<file path="src/rtl/rns_mod_addsub_pipe.sv">
// Pipelined modular add/subtract for one RNS residue channel.
// Stage 1 registers the raw WIDTH+1 bit sum/difference; stage 2 folds it back into 0..m-1.
module rns_mod_addsub_pipe #(
    parameter int WIDTH   = 12,
    parameter int MODULUS = 4093
) (
    input  logic             clk,
    input  logic             rst,
    input  logic             in_valid,
    output logic             in_ready,
    input  logic             op,
    input  logic [WIDTH-1:0] a,
    input  logic [WIDTH-1:0] b,
    output logic             out_valid,
    input  logic             out_ready,
    output logic [WIDTH-1:0] result,
    output logic             err
);

    localparam logic [WIDTH-1:0] MOD_W   = WIDTH'(MODULUS);
    localparam logic [WIDTH:0]   MOD_EXT = (WIDTH+1)'(MODULUS);

    logic             s1_valid;
    logic             s1_op;
    logic             s1_flag;
    logic [WIDTH:0]   s1_raw;

    logic             s2_valid;
    logic [WIDTH-1:0] s2_result;
    logic             s2_err;

    logic             adv2;
    logic             accept;
    logic [WIDTH:0]   raw_in;
    logic             flag_in;
    logic [WIDTH-1:0] corrected;

    assign adv2     = s1_valid & (!s2_valid | out_ready);
    assign in_ready = !s1_valid | adv2;
    assign accept   = in_valid & in_ready;

    assign raw_in  = op ? ({1'b0, a} + {1'b0, b}) : ({1'b0, a} - {1'b0, b});
    assign flag_in = (a >= MOD_W) | (b >= MOD_W);

    // Both corrections are done at WIDTH bits: the true result is below 2**WIDTH,
    // so wrap-around in the low bits yields the right residue.
    always_comb begin
        corrected = s1_raw[WIDTH-1:0];
        if (s1_op) begin
            if (s1_raw >= MOD_EXT)
                corrected = s1_raw[WIDTH-1:0] - MOD_W;
        end else begin
            if (s1_raw[WIDTH])
                corrected = s1_raw[WIDTH-1:0] + MOD_W;
        end
    end

    always_ff @(posedge clk or posedge rst) begin
        if (rst) begin
            s1_valid <= 1'b0;
            s1_op    <= 1'b0;
            s1_flag  <= 1'b0;
            s1_raw   <= '0;
        end else if (accept) begin
            s1_valid <= 1'b1;
            s1_op    <= op;
            s1_flag  <= flag_in;
            s1_raw   <= raw_in;
        end else if (adv2) begin
            s1_valid <= 1'b0;
        end
    end

    always_ff @(posedge clk or posedge rst) begin
        if (rst) begin
            s2_valid  <= 1'b0;
            s2_result <= '0;
            s2_err    <= 1'b0;
        end else if (adv2) begin
            s2_valid  <= 1'b1;
            s2_result <= s1_flag ? '0 : corrected;
            s2_err    <= s1_flag;
        end else if (out_ready) begin
            s2_valid <= 1'b0;
        end
    end

    assign out_valid = s2_valid;
    assign result    = s2_result;
    assign err       = s2_err;

endmodule

</file>
<file path="config.mk">
export PLATFORM = sky130hd
export DESIGN_NAME = rns_mod_addsub_pipe
export DESIGN_NICKNAME = d
export VERILOG_FILES = /design/src/rtl/rns_mod_addsub_pipe.sv
export SDC_FILE = /design/constraint.sdc
export NUM_CORES = 1
export LEC_CHECK = 0
export CORE_MARGIN = 4
export CORE_UTILIZATION = 59
export CTS_CLUSTER_DIAMETER = 120
export DETAILED_ROUTE_END_ITERATION = 8
export PLACE_DENSITY = 0.95
export SYNTH_ARGS = -nofsm -noshare
export SYNTH_HDL_FRONTEND = slang
export SYNTH_SLANG_ARGS = --single-unit
</file>
<file path="constraint.sdc">
create_clock -name clk -period 5.25 [get_ports clk]
set_input_delay 0.7875 -clock clk [delete_from_list [all_inputs] [get_ports clk]]
set_output_delay 0.7875 -clock clk [all_outputs]
set_load 0.01 [all_outputs]
</file>
==> results of run 1 <==
cell families (layout without fill, tap and decap cells):
group,Yosys count,count (layout),share of synthesized area [%]
and+or+nand+nor,133,133,26.7
muxes,5,5,1.94
buffers and inverters,32,64,7.23
xor gates and xnor gates,25,25,7.90
AOI/OAI and AO/OA,81,81,19.8
adders and majority gates,20,20,9.30
DFF,30,30,27.1
worst max path at each step:
stage / startpoint / slack [ns] / endpoint / cells past startpoint
finish: b[2] / 1.61 / s1_raw[12] / 12
global route: b[0] / 1.41 / s1_raw[12] / 13
CTS: b[2] / 1.65 / s1_raw[12] / 12
detailed placement: b[2] / 1.35 / s1_raw[12] / 12
global placement: b[2] / 1.44 / s1_raw[12] / 12
floorplan: b[2] / 2.18 / s1_raw[12] / 11
synthesized netlist by cell type, types with 4 or more instances:
library cell and number:
sky130_fd_sc_hd__nor3_1 15, sky130_fd_sc_hd__a21oi_1 19, sky130_fd_sc_hd__o21ai_0 18, sky130_fd_sc_hd__buf_6 5, sky130_fd_sc_hd__nand4_1 10, sky130_fd_sc_hd__a41oi_1 4
sky130_fd_sc_hd__and2_1 4, sky130_fd_sc_hd__xnor2_1 10, sky130_fd_sc_hd__o31ai_1 8, sky130_fd_sc_hd__a22o_1 4, sky130_fd_sc_hd__or3_1 5, sky130_fd_sc_hd__clkbuf_8 4
sky130_fd_sc_hd__nor2_1 22, sky130_fd_sc_hd__nand2_1 33, sky130_fd_sc_hd__clkbuf_1 8, sky130_fd_sc_hd__nand3_1 9, sky130_fd_sc_hd__nor2b_1 4, sky130_fd_sc_hd__nor4_1 6
sky130_fd_sc_hd__dfrtp_1 30, sky130_fd_sc_hd__xor2_1 15, sky130_fd_sc_hd__inv_1 13, sky130_fd_sc_hd__ha_1 19
power groups by stage:
stage          logic (mW)  clock network, mW  registers [mW]
6_report            0.442              0.188           0.395
5_1_grt             0.483              0.203           0.407
4_1_cts             0.442              0.190           0.392
3_5_place_dp        0.438                  0           0.395
3_3_place_gp        0.422                  0           0.390
2_1_floorplan       0.328                  0           0.363
critical path, cell delays in order:
cell and delay (ns):
sky130_fd_sc_hd__clkdlybuf4s50_1 0.52, sky130_fd_sc_hd__nor3_1 0.28, sky130_fd_sc_hd__nand2_1 0.10, sky130_fd_sc_hd__nor4_1 0.28, sky130_fd_sc_hd__a21o_1 0.18, sky130_fd_sc_hd__xnor2_1 0.14
sky130_fd_sc_hd__ha_1 0.26, sky130_fd_sc_hd__a21oi_1 0.27, sky130_fd_sc_hd__o31ai_1 0.12, sky130_fd_sc_hd__a211o_1 0.33, sky130_fd_sc_hd__o21ai_0 0.16, sky130_fd_sc_hd__or3b_1 0.36
per-stage QoR:
stage	cells	hold slack [ns]
after floorplan	326	0.457
after global placement	402	0.460
after detailed placement	402	0.466
after CTS	410	0.478
after global routing	410	0.507
final	410	0.472
final cells by class:
| cell class | instances | area share [%] |
|---|---|---|
| multi-input combinational | 264 | 56.8 |
| sequential | 30 | 23.4 |
| timing repair buffer | 43 | 13.4 |
| clock buffer | 7 | 2.69 |
| tap | 52 | 2.03 |
| inverter | 13 | 1.52 |
| clock inverter | 1 | 0.156 |
flip-flops by register name (all words and copies together), names as in the netlist:
name       cells
err            1
out_valid      1
result        12
s1_flag        1
s1_op          1
s1_raw        13
s1_valid       1
per-layer routing:
metal  vias to the layer above  GRT usage (%)
met4                         0           9.78
met3                        15           4.14
met2                       104           37.3
li1                       1273              -
met5                         -              0
met1                      1184           25.4
==> reports/metrics.yaml, run 1 <==
sta:
  final.setup.worst_slack_ns: 1.61
  final-hold-violation-count: 0
  fmaxAchievable_mhz: 275
  layout_min_cycle_time_ns: 3.64
  finalSetupTns_ns: 0
  relSlewSlack_pct: 27.6
  worst_clock_skew_ns: 0.00279
  final-max-slew-violation-count: 0
  tightest_slew_ns: 1.09
  setup_viol: 0
  final_min_period_over_clock_period_pct: 69.3
  grt_setup_unrepaired: "no"
place:
  finalWeightedCongestion: 0.850
  io_buffer_count: 43
  detailedPlacementHpwl_mm: 4.82
  placedInstanceArea_um2: 3110
  dp_worst_setup_slack_ns: 1.35
cells_and_area:
  multi_input_area_um2: 1820
  area.sequential_um2: 751
  layout_commonest_cell: "sky130_fd_sc_hd__clkdlybuf4s50_1"
  highest_count_cells_in_the_layout_ignoring_fill_and_taps: "43 x sky130_fd_sc_hd__clkdlybuf4s50_1, 33 x sky130_fd_sc_hd__nand2_1, 30 x sky130_fd_sc_hd__dfrtp_1"
  nNetsFinal: 406
  antennaDiodeCount: 0
  syn_to_layout_area_delta_pct: 15.7
  final_layout_size_suffix_gt1_share_pct: 5.87
  post_layout_util_pct: 72.1
  final_area_um2: 3210
  filler_cell_count: 357
power:
  total_switching_power_mw: 0.392
  power.share.clock_pct: 18.3
  power-per-cell-area_nw_per_um2: 320
  internal_mw: 0.632
  comb_power_share_pct: 43.1
  power_mw: 1.02
  ir_drop_mv: 0.138
  power.leakage_nw: 1.33
  p_seq_share_pct: 38.5
  switching_share_pct: 38.3
setup_path:
  start_kind: "input pin"
  critPathArrivalTime_ns: 3.80
  reg2reg_setup_slack_ns: 3.20
  worstPathMaxFanout: 6
  critical_path_class: "input pin to flip-flop"
  timing.rr.end: "result[10]"
  ff2ff_path_depth: 7
  endpoint_kind: "flip-flop"
  regToRegStartpoint: "s1_raw[1]"
  critPathRequiredTime_ns: 5.41
cts:
  cts_resized: 0
  cts_made_buffers: 5
  cts_tree: "yes"
  ctsHoldBuffers: 0
  cts_max_path_buffers: 2
  cts.clk_slew.worst_paths_ns: 0.06
  ctsRootBufferMaster: "sky130_fd_sc_hd__clkbuf_8"
  clk_lat_worst_skew_ns: 0.29
  cts_max_level: 2
  cts_num_sinks: 30
  post_cts_buffers: 0
die:
  number_of_placement_rows: 24
  io_pins: 44
  placeableCoreArea_um2: 4440
  die_height_um: 76.5
  floorplan.initialDensity_pct: 62.3
  die_x_um: 76.5
  die_area_um2: 5860
drt:
  drt.antenna.violating_nets: 0
  highest_signal_layer: "met4"
  vias: 2576
  first_pass_iters: 4
  met2_wirelength_mm: 3.09
  viasPerCell: 6.28
  wl_per_cell_um: 15.0
  routedLengthMet1_mm: 2.54
  drt-total-wl_mm: 6.16
  detail_route.drc_violations: 0
  met3WireLength_um: 389
  dr.first_iter.drc_count: 319
global_routing:
  wire_length_of_the_first_global_routing_pass_mm: 10.4
  grt-ovfl-total: 0
  groute.usage.overall_pct: 21.4
  number_of_global_route_vias_before_repair: 2378
  grt_max_degree: 31
  antenna_found_initial: 0
logic_synthesis:
  ys_seq_area_share_pct: 27.1
  synth-async-reset-ratio_pct: 100
  synth.lib_cells_used.distinct: 66
  mappedNetlistArea_um2: 2770
  synth.net_count: 375
  ys_dominant_reg_cell: "sky130_fd_sc_hd__dfrtp_1"
  synth.ff_latch_count: 30
  number_of_enable_flip_flop_cells_after_synthesis: 0
  yosys_warnings: 0
  syn_inst: 326
  synth_area_leader_cell: "sky130_fd_sc_hd__dfrtp_1"
  synth.top_cell.area_share_pct: 27.1
  syn-mean-instance-area_um2: 8.50
  synth.top_cells.by_area: "sky130_fd_sc_hd__dfrtp_1 27%, sky130_fd_sc_hd__ha_1 8.6%, sky130_fd_sc_hd__xor2_1 4.7%"
run:
  cap_violations: 0
worst_hold_path:
  hold_start: "result[5]"
  hold_path_class: "flip-flop to flip-flop"
  worstHoldPathCells: 2
  hold_end: "result[5]"
status:
  run_status: "finished clean"
No activity file was read; power rests on OpenSTA's default activity.
==> run 2, diff against run 1 <==
Settings changed: CORE_UTILIZATION 59 to 55, PLACE_DENSITY 0.95 to 0.92.
Clock period 5.25 ns to 3.52 ns, I/O delays scaled along.
==> run 2 against run 1 <==
Utilization is 3.5 points lower. Largest cell class unchanged. Critical path depth is 1 higher. Combinational power grew 51%.
==> reports/metrics.yaml, run 2 (synthesis gave the netlist of run 1 again) <==
status:
  run_status: "finished clean"
drt:
  met2_wirelength_mm: 3.17
  viasPerCell: 6.06
  dr.first_iter.drc_count: 227
  vias: 2624
  met3WireLength_um: 353
  drt.antenna.violating_nets: 0
  wl_per_cell_um: 14.7
  routedLengthMet1_mm: 2.66
  drt-total-wl_mm: 6.37
  highest_signal_layer: "met4"
  first_pass_iters: 7
  detail_route.drc_violations: 0
sta:
  finalSetupTns_ns: 0
  worst_clock_skew_ns: 0.00497
  layout_min_cycle_time_ns: 3.31
  grt_setup_unrepaired: "no"
  relSlewSlack_pct: 28.6
  tightest_slew_ns: 1.07
  fmaxAchievable_mhz: 302
  final-hold-violation-count: 0
  final-max-slew-violation-count: 0
  setup_viol: 0
  final_min_period_over_clock_period_pct: 94.0
power:
  power-per-cell-area_nw_per_um2: 469
  ir_drop_mv: 0.197
  power.leakage_nw: 1.37
die:
  number_of_placement_rows: 25
  die_area_um2: 6240
  die_x_um: 79.0
  io_pins: 44
  placeableCoreArea_um2: 4790
  floorplan.initialDensity_pct: 57.9
  die_height_um: 79.0
place:
  finalWeightedCongestion: 0.924
  numPlacedInstances: 425
  io_buffer_count: 43
  detailedPlacementHpwl_mm: 4.94
cts:
  cts.clk_slew.worst_paths_ns: 0.06
  ctsRootBufferMaster: "sky130_fd_sc_hd__clkbuf_8"
  cts_resized: 0
  cts_num_sinks: 30
  clk_lat_worst_skew_ns: 0.29
  cts_tree: "yes"
  post_cts_buffers: 0
  cts_max_path_buffers: 2
  cts_made_buffers: 5
  cts_max_level: 2
  ctsHoldBuffers: 0
cells_and_area:
  antennaDiodeCount: 0
  area.sequential_um2: 751
  layout.cells.non_filler: 433
  filler_cell_count: 392
  highest_count_cells_in_the_layout_ignoring_fill_and_taps: "43 x sky130_fd_sc_hd__clkdlybuf4s50_1, 33 x sky130_fd_sc_hd__nand2_1, 30 x sky130_fd_sc_hd__dfrtp_1"
  layout_commonest_cell: "sky130_fd_sc_hd__clkdlybuf4s50_1"
  nNetsFinal: 414
  multi_input_area_um2: 1820
  syn_to_layout_area_delta_pct: 18.6
  final_layout_size_suffix_gt1_share_pct: 7.92
  largest_register: "s1_raw"
  largest_register_ffs: 13
setup_path:
  regToRegStartpoint: "s1_raw[3]"
  worstPathMaxFanout: 8
  start_kind: "input pin"
  critPathArrivalTime_ns: 3.47
  critPathRequiredTime_ns: 3.68
  endpoint_kind: "flip-flop"
  worstSetupStartpoint: "b[0]"
  critical_path_class: "input pin to flip-flop"
run:
  cap_violations: 0
global_routing:
  grt-ovfl-total: 0
  groute.usage.overall_pct: 21.5
  grt_max_degree: 31
  number_of_global_route_vias_before_repair: 2478
  antenna_found_initial: 0
  wire_length_of_the_first_global_routing_pass_mm: 10.8
worst_hold_path:
  hold_path_class: "flip-flop to flip-flop"
  hold_start: "result[5]"
## run 2: cell types whose count changed in the layout (fill, tap and decap cells not counted), sizes merged
cell,delta
buf,+8
## run 2: metal layers
metal / vias up / GRT usage (%)
li1: 1281 / -
met1: 1198 / 25.1
met2: 116 / 37.2
met3: 29 / 4.42
met4: 0 / 11.0
met5: - / 0
## run 2: worst paths after layout
| path | slack [ns] | to | depth (start not counted) |
|---|---|---|---|
| worst min register to register | 0.47 | result[5] | 2 |
| max in group asynchronous | 2.06 | s1_raw[1] | 2 |
| min in group asynchronous | 0.81 | err | 2 |
| worst max register to register | 1.36 | result[10] | 5 |
| worst min-delay path | 0.47 | result[5] | 2 |
| worst max-delay path | 0.21 | s1_raw[11] | 13 |
## run 2: report_power, final
group	internal [mW]	switching [mW]	leakage, nW
clock network	0.157	0.122	0.0482
logic	0.353	0.314	0.952
registers	0.443	0.151	0.367
total	0.953	0.587	1.37
## run 2: cell type report
cell class	instances	share of cell area [%]
clock buffer	7	2.63
clock inverter	1	0.152
inverter	13	1.49
multi-input combinational	264	55.4
sequential	30	22.9
tap	67	2.55
timing repair buffer	51	14.9
## run 2: through the flow
stage                     power (mW)  worst slack (ns)  hold slack, ns  utilization [%]  cell area (um^2)
final                           1.54             0.211           0.472             68.6              3280
after global routing            1.65            0.0628           0.521             68.6              3280
after CTS                       1.54             0.247           0.478             68.6              3280
after detailed placement        1.26           0.00942           0.466             66.7              3190
after global placement          1.23             0.160           0.460             66.7              3190
after floorplan                 1.03             0.706           0.457                -              2770
## run 2: worst max-delay path: stages
cell and delay [ns]:
sky130_fd_sc_hd__clkdlybuf4s50_1 0.49, sky130_fd_sc_hd__inv_1 0.12, sky130_fd_sc_hd__ha_1 0.23, sky130_fd_sc_hd__nor3b_1 0.28, sky130_fd_sc_hd__and2_1 0.20, sky130_fd_sc_hd__a21oi_1 0.08
sky130_fd_sc_hd__xor2_1 0.15, sky130_fd_sc_hd__ha_1 0.41, sky130_fd_sc_hd__nand2_1 0.07, sky130_fd_sc_hd__o21ai_0 0.38, sky130_fd_sc_hd__nor3_1 0.13, sky130_fd_sc_hd__a221oi_1 0.30
sky130_fd_sc_hd__nand3_1 0.11
==> run 3, diff against run 2 <==
Settings changed: CORE_UTILIZATION 55 to 40, PLACE_DENSITY 0.92 to 0.72, TNS_END_PERCENT set to 20.
==> run 3 against run 2 <==
Utilization is 19 points lower. Critical path type unchanged. Final cell count rose by 3.2%. Critical path depth fell by 1. Register-to-register slack better by 0.09 ns. Sequential cell count unchanged.
==> reports/metrics.yaml, run 3 (synthesis gave the netlist of run 1 again) <==
status:
  run_status: "finished clean"
cells_and_area:
  highest_count_cells_in_the_layout_ignoring_fill_and_taps: "43 x sky130_fd_sc_hd__clkdlybuf4s50_1, 33 x sky130_fd_sc_hd__nand2_1, 30 x sky130_fd_sc_hd__dfrtp_1"
  post_layout_util_pct: 49.2
  syn_to_layout_area_delta_pct: 20.1
  antennaDiodeCount: 0
  largest_register_ffs: 13
  layout_commonest_cell: "sky130_fd_sc_hd__clkdlybuf4s50_1"
  filler_cell_count: 648
  nNetsFinal: 415
  final_layout_size_suffix_gt1_share_pct: 8.45
  largest_register: "s1_raw"
setup_path:
  worstSetupStartpoint: "b[0]"
  critical_path_class: "input pin to flip-flop"
  regToRegStartpoint: "s1_raw[1]"
  ff2ff_path_depth: 7
  critPathRequiredTime_ns: 3.68
  start_kind: "input pin"
  critPathArrivalTime_ns: 3.35
  worstPathMaxFanout: 8
  endpoint_kind: "flip-flop"
sta:
  final-max-slew-violation-count: 0
  final_min_period_over_clock_period_pct: 90.6
  final-hold-violation-count: 0
  finalHoldWorstSlack_ns: 0.470
  tightest_slew_ns: 1.08
  relSlewSlack_pct: 27.8
  fmaxAchievable_mhz: 313
  layout_min_cycle_time_ns: 3.19
  worst_clock_skew_ns: 0.00367
  setup_viol: 0
  grt_setup_unrepaired: "no"
  finalSetupTns_ns: 0
  final.setup.worst_slack_ns: 0.330
drt:
  vias: 2507
  detail_route.drc_violations: 0
  viasPerCell: 5.61
  first_pass_iters: 5
  wl_per_cell_um: 13.7
  drt.antenna.violating_nets: 0
  dr.first_iter.drc_count: 74
  drt-total-wl_mm: 6.13
die:
  die_height_um: 91.2
  floorplan.initialDensity_pct: 41.0
  die_area_um2: 8320
  die_x_um: 91.2
  placeableCoreArea_um2: 6760
  number_of_placement_rows: 30
  io_pins: 44
global_routing:
  grt-ovfl-total: 0
  grt_max_degree: 31
  groute.usage.overall_pct: 15.2
  number_of_global_route_vias_before_repair: 2411
  wire_length_of_the_first_global_routing_pass_mm: 10.8
  antenna_found_initial: 0
run:
  cap_violations: 0
place:
  finalWeightedCongestion: 0.881
  io_buffer_count: 43
  detailedPlacementHpwl_mm: 4.90
  dp_worst_setup_slack_ns: 0.0462
cts:
  cts.clk_slew.worst_paths_ns: 0.06
  clk_lat_worst_skew_ns: 0.28
  cts_tree: "yes"
  cts_max_path_buffers: 2
  post_cts_buffers: 0
  ctsHoldBuffers: 0
  cts_made_buffers: 5
  cts_max_level: 2
  cts_resized: 0
  cts_num_sinks: 30
  ctsRootBufferMaster: "sky130_fd_sc_hd__clkbuf_8"
worst_hold_path:
  hold_start: "result[5]"
  hold_path_class: "flip-flop to flip-flop"
  worstHoldPathCells: 2
power:
  p_seq_share_pct: 37.5
  power.share.clock_pct: 20.3
  power-per-cell-area_nw_per_um2: 472
  power.leakage_nw: 1.38
  switching_share_pct: 36.7
  total_switching_power_mw: 0.578
  ir_drop_mv: 0.135
  internal_mw: 0.994
  comb_power_share_pct: 42.2
  power_mw: 1.57
-- run 3: cell types whose count changed in the layout (fill, tap and decap cells not counted) --
cell | before | now
sky130_fd_sc_hd__buf_4 | 8 | 9
sky130_fd_sc_hd__clkbuf_1 | 1 | 0
sky130_fd_sc_hd__clkbuf_8 | 6 | 8
sky130_fd_sc_hd__clkinv_2 | 1 | 0
-- run 3: area by class of cell --
class                      count  area, um^2  share of cell area, %
clock buffer                   8         110                   3.31
inverter                      13        48.8                   1.47
multi-input combinational    264        1820                   54.7
sequential                    30         751                   22.6
tap                           80         100                   3.01
timing repair buffer          52         498                   15.0
-- run 3: per-layer routing --
| layer | track usage [%] | wire length [um] |
|---|---|---|
| met1 | 19.2 | 2890 |
| met2 | 26.0 | 2910 |
| met3 | 3.31 | 269 |
| met4 | 4.02 | 57 |
| met5 | 0 | 0 |
-- run 3: final timing paths --
kind	to	slack (ns)
setup / recovery	s1_raw[12]	0.33
hold / removal	result[5]	0.47
setup reg to reg	result[10]	1.45
hold reg to reg	result[5]	0.47
max in group asynchronous	s1_raw[2]	2.05
min in group asynchronous	result[11]	0.82
-- run 3: through the flow --
stage          area (um^2)  cells
2_1_floorplan         2770    326
3_3_place_gp          3220    439
3_5_place_dp          3220    439
4_1_cts               3330    447
5_1_grt               3330    447
6_report              3330    447
-- run 3: power by group through the flow --
stage	Combinational, mW	Clock, mW	Sequential, mW
CTS	0.668	0.326	0.587
detailed placement	0.665	0	0.593
finish	0.664	0.319	0.589
floorplan	0.490	0	0.542
global placement	0.654	0	0.585
global route	0.737	0.344	0.610
-- run 3: worst max-delay path, stage by stage --
cell                              delay [ns]
sky130_fd_sc_hd__clkdlybuf4s50_1        0.49
sky130_fd_sc_hd__inv_1                  0.12
sky130_fd_sc_hd__ha_1                   0.22
sky130_fd_sc_hd__nor3b_1                0.27
sky130_fd_sc_hd__and2_1                 0.18
sky130_fd_sc_hd__a21oi_1                0.08
sky130_fd_sc_hd__xor2_1                 0.14
sky130_fd_sc_hd__ha_1                   0.42
sky130_fd_sc_hd__nand4_1                0.18
sky130_fd_sc_hd__a211oi_1               0.30
sky130_fd_sc_hd__nor3_1                 0.08
sky130_fd_sc_hd__or3b_1                 0.34
